$ cat src/rtl/cordic_engine.sv
// Pipelined CORDIC engine: per-sample vectoring or rotation mode, one quadrant
// pre-rotation, STAGES micro-rotations and a stallable output register.
module cordic_engine #(
    parameter int DATA_W  = 16,
    parameter int ANGLE_W = 16,
    parameter int STAGES  = 14
) (
    input  logic                      clk,
    input  logic                      reset,
    input  logic                      s_valid,
    output logic                      s_ready,
    input  logic                      s_mode,
    input  logic signed [DATA_W-1:0]  s_x,
    input  logic signed [DATA_W-1:0]  s_y,
    input  logic signed [ANGLE_W-1:0] s_z,
    output logic                      m_valid,
    input  logic                      m_ready,
    output logic signed [DATA_W+1:0]  m_x,
    output logic signed [DATA_W+1:0]  m_y,
    output logic signed [ANGLE_W-1:0] m_z,
    output logic                      m_mode
);

    localparam int XW = DATA_W + 2;
    localparam logic signed [ANGLE_W-1:0] QUARTER = ANGLE_W'(1 << (ANGLE_W - 2));
    localparam real PI = 3.14159265358979323846;

    if (STAGES < 4 || STAGES > ANGLE_W - 1) begin : g_bad_stages
        $error("cordic_engine: STAGES must lie in 4..ANGLE_W-1");
    end

    // atan(2^-i) in binary-angle LSBs; atan(1) is exact, the rest use a fast-converging series.
    function automatic int atan_lsb(input int i);
        real x, term, sum, scale;
        x = 1.0;
        for (int k = 0; k < i; k++) x = x / 2.0;
        if (i == 0) begin
            sum = PI / 4.0;
        end else begin
            sum  = 0.0;
            term = x;
            for (int k = 0; k < 24; k++) begin
                if (k % 2 == 0) sum = sum + term / real'(2 * k + 1);
                else            sum = sum - term / real'(2 * k + 1);
                term = term * x * x;
            end
        end
        scale = 1.0;
        for (int k = 0; k < ANGLE_W; k++) scale = scale * 2.0;
        return $rtoi(sum * scale / (2.0 * PI) + 0.5);
    endfunction

    typedef struct packed {
        logic                      mode;
        logic signed [XW-1:0]      x;
        logic signed [XW-1:0]      y;
        logic signed [ANGLE_W-1:0] z;
    } sample_t;

    logic                      en;
    logic [STAGES:0]           vld_q;
    sample_t                   stg_q [STAGES+1];
    sample_t                   stg_d [STAGES+1];
    sample_t                   pre_d;
    logic signed [XW-1:0]      in_x, in_y;

    logic                      m_valid_q;
    logic signed [XW-1:0]      m_x_q, m_y_q;
    logic signed [ANGLE_W-1:0] m_z_q;
    logic                      m_mode_q;

    assign en      = !m_valid_q || m_ready;
    assign s_ready = en;

    assign in_x = {{2{s_x[DATA_W-1]}}, s_x};
    assign in_y = {{2{s_y[DATA_W-1]}}, s_y};

    always_comb begin
        pre_d.mode = s_mode;
        // Vectoring with y>=0 or rotation with z<0: turn by -90 deg and book +90 deg into z.
        if (s_mode ? s_z[ANGLE_W-1] : !in_y[XW-1]) begin
            pre_d.x = in_y;
            pre_d.y = -in_x;
            pre_d.z = s_z + QUARTER;
        end else begin
            pre_d.x = -in_y;
            pre_d.y = in_x;
            pre_d.z = s_z - QUARTER;
        end
    end

    assign stg_d[0] = pre_d;

    for (genvar i = 0; i < STAGES; i++) begin : g_stage
        localparam logic signed [ANGLE_W-1:0] ATAN_I = ANGLE_W'(atan_lsb(i));
        sample_t              cur, nxt;
        logic signed [XW-1:0] x_sh, y_sh;
        logic                 d_pos;

        assign cur   = stg_q[i];
        assign x_sh  = $signed(cur.x) >>> i;
        assign y_sh  = $signed(cur.y) >>> i;
        assign d_pos = cur.mode ? !cur.z[ANGLE_W-1] : cur.y[XW-1];

        always_comb begin
            nxt = cur;
            if (d_pos) begin
                nxt.x = cur.x - y_sh;
                nxt.y = cur.y + x_sh;
                nxt.z = cur.z - ATAN_I;
            end else begin
                nxt.x = cur.x + y_sh;
                nxt.y = cur.y - x_sh;
                nxt.z = cur.z + ATAN_I;
            end
        end

        assign stg_d[i+1] = nxt;
    end

    always_ff @(posedge clk or posedge reset) begin
        if (reset) vld_q <= '0;
        else if (en) vld_q <= {vld_q[STAGES-1:0], s_valid};
    end

    // NOTE: the stage data registers carry no reset; the cleared valid bits already make stale contents harmless.
    always_ff @(posedge clk) begin
        if (en) begin
            for (int i = 0; i <= STAGES; i++) stg_q[i] <= stg_d[i];
        end
    end

    always_ff @(posedge clk or posedge reset) begin
        if (reset) begin
            m_valid_q <= 1'b0;
            m_x_q     <= '0;
            m_y_q     <= '0;
            m_z_q     <= '0;
            m_mode_q  <= 1'b0;
        end else if (en) begin
            m_valid_q <= vld_q[STAGES];
            m_x_q     <= stg_q[STAGES].x;
            m_y_q     <= stg_q[STAGES].y;
            m_z_q     <= stg_q[STAGES].z;
            m_mode_q  <= stg_q[STAGES].mode;
        end
    end

    assign m_valid = m_valid_q;
    assign m_x     = m_x_q;
    assign m_y     = m_y_q;
    assign m_z     = m_z_q;
    assign m_mode  = m_mode_q;

endmodule

$ cat config.mk
export PLATFORM = sky130hd
export DESIGN_NAME = cordic_engine
export DESIGN_NICKNAME = d
export VERILOG_FILES = /design/src/rtl/cordic_engine.sv
export SDC_FILE = /design/constraint.sdc
export NUM_CORES = 2
export LEC_CHECK = 0
export ABC_AREA = 1
export BUFFER_PORTS_ARGS = -buffer_cell sky130_fd_sc_hd__buf_2
export CORE_UTILIZATION = 70
export DETAILED_ROUTE_END_ITERATION = 10
export PLACE_DENSITY = 0.95
export SYNTH_ARGS = -nofsm -noshare
export SYNTH_HDL_FRONTEND = slang
export SYNTH_SLANG_ARGS = --single-unit
$ cat constraint.sdc
create_clock -name clk -period 66.5 [get_ports clk]
set_input_delay 19.95 -clock clk [delete_from_list [all_inputs] [get_ports clk]]
set_output_delay 19.95 -clock clk [all_outputs]
set_load 0.1 [all_outputs]
==> reports/metrics.yaml <==
synthesis:
  ys_ff_latch: 863
  syn-cell-area_um2: 70200
  ys_seq_area_frac: 0.364
  synthesis.nets: 9414
  synthTopCellsByCount: "nand2_1, inv_1, edfxtp_1"
  ys_async_sr_fraction: 0.0800
  synth.distinct_cells: 55
  ys.warnings.count: 0
  synthCells: 8593
  synth_area_leaders: "edfxtp_1, ha_1, nand2_1"
  synth-edff-count: 794
  synth.most_common_cell: "nand2_1"
  syn_area_per_cell_um2: 8.17
  synthFlopType: "edfxtp_1"
  synth_area_leader_cell: "edfxtp_1"
  synth_top_area_frac: 0.339
routing:
  drt_iter0_drc: 5760
  drtAntennaViolNets: 0
  first_pass_iters: 7
  via_per_inst: 6.02
  drc: 0
  num_vias: 60834
  wl_per_cell_um: 18.0
  routed_wirelength_um: 182000
worst_setup_path:
  cp_max_fo: 39
  arrival_ns: 21.31
  path_class: "input pin to output port"
  worstPathRequired_ns: 46.55
  reg2reg_slack_ns: 62.01
  r2r_start: "stg_q[3][33]"
  r2r_end: "stg_q[4][47]"
  cp-start-kind: "input pin"
  end_kind: "output port"
  reg2regPathDepth: 15
  cp-startpoint: "m_ready"
grt:
  grt_pass1_vias: 59249
  grt_use_total: 0.353
  grt_max_degree: 165
  grt_antenna_before_repair: 0
  grt_pass1_wl_um: 292000
  grt_overflow: 0
min_path:
  whs_endpoint: "stg_q[1][3]"
  min_path_cells: 0
  min_path_type: "register to register"
  hp-start: "stg_q[0][3]"
floorplanning:
  die_area_um2: 102000
  start_util: 0.711
  num_io_pins: 108
  num_rows: 115
  die_h_um: 319
  die_w_um: 319
  core_um2: 98900
timing:
  whs_ns: 0.418
  setup_viol: 0
  tns_ns: 0
  fin_worst_skew_ns: 0.0276
  slew_violations: 0
  rsz0062_at_grt: "false"
  worst_pin_slew_ns: 1.13
  timing.fmax_mhz: 24.2
  finalCritPeriodShare: 0.620
  hold_viol: 0
  slew_headroom: 0.247
  min_period_ns: 41.26
cts:
  h-tree-depth: 3
  clk_pin_slew_ns: 0.06
  numClockSinks: 863
  post_cts_buffers: 0
  cts-root-buf: "clkbuf_16"
  ctsResizeCount: 0
  clkLatencyLatePin_ns: 0.70
  cts_tree: "yes"
  cts_max_path_buffers: 3
  cts_buffers: 94
  postCtsHoldBufs: 0
job:
  drv_cap: 0
cells_and_area:
  drive_gt1_frac: 0.0475
  nNetsFinal: 9571
  area_growth_pct: 7.06
  fillers: 6874
  final_cells: 10111
  antennaDiodeCount: 0
place:
  place_inst: 9941
  portBuffers: 107
  gp_congestion: 1.03
  dp.final_hpwl_um: 142000
run_status:
  outcome: "finished clean"
==> cell usage in the layout (no fill, tap or decap), drive strengths merged, types with 64 or more instances in the layout <==
cell    synthesis  final
mux2           67     67
xor2          553    553
nand2        2046   2046
o21ai         429    429
nor2          672    672
nor3          166    166
edfxtp        794    794
clkbuf         16    116
nand3         505    505
a31oi          81     81
a21boi         64     64
buf            48    125
a21o          119    119
ha            725    725
a21oi         550    550
xnor2         186    186
inv          1115   1123
nand4          82     82
dfrtp          69     69
o21bai        126    126
==> sequential cells by signal (all words and copies together) (netlist names) <==
register,count
m_valid,1
m_y,18
m_z,16
m_mode,1
m_x,18
stg_q,794
vld_q,15
==> final cells by class <==
cell class / count / area (um^2) / share of cell area
Sequential cell: 863 / 25600 / 0.340
Timing Repair Buffer: 125 / 683 / 0.00908
Tap cell: 1287 / 1610 / 0.0214
Inverter: 1117 / 4200 / 0.0558
Multi-Input combinational cell: 6549 / 40100 / 0.534
Clock buffer: 116 / 2560 / 0.0340
Clock inverter: 54 / 433 / 0.00576
==> metal layers <==
layer	share of wire	global-route usage
met4	0.061	0.194
met3	0.071	0.0485
met5	0	0
met2	0.49	0.630
met1	0.38	0.409
==> cell families (layout without fill, tap and decap cells) <==
family	Yosys count	count (layout)	synth area share
multiplexers	69	69	0.0110
AND/OR/NAND/NOR	3555	3555	0.210
adder cells (fa/ha/maj)	768	768	0.141
flip-flops	863	863	0.364
AO/OA/AOI/OAI	1418	1418	0.117
XOR/XNOR	739	739	0.0923
buffers and inverters	1181	1412	0.0646
==> critical path, cell delays in order <==
cell	delay, ns
buf_2	0.08
inv_1	0.06
nand2_4	0.53
buf_2	0.64
==> worst max-delay path by stage <==
stage / cells past startpoint / to / slack (ns)
6_report: 4 / s_ready / 25.24
5_1_grt: 4 / s_ready / 25.24
4_1_cts: 4 / s_ready / 25.24
3_5_place_dp: 4 / s_ready / 25.25
3_3_place_gp: 4 / s_ready / 25.28
2_1_floorplan: 3 / s_ready / 16.97
==> through the flow <==
stage	cell area, um^2	worst slack (ns)	utilization
after CTS	75200	25.24	0.761
final	75200	25.24	0.761
after global placement	72200	25.28	0.730
after detailed placement	72200	25.25	0.730
after global routing	75200	25.24	0.761
after floorplan	70200	16.97	-
Power is left out: the tool's default activity adds up to more than one toggle a clock period on the data nets, which glitch-free logic cannot reach.
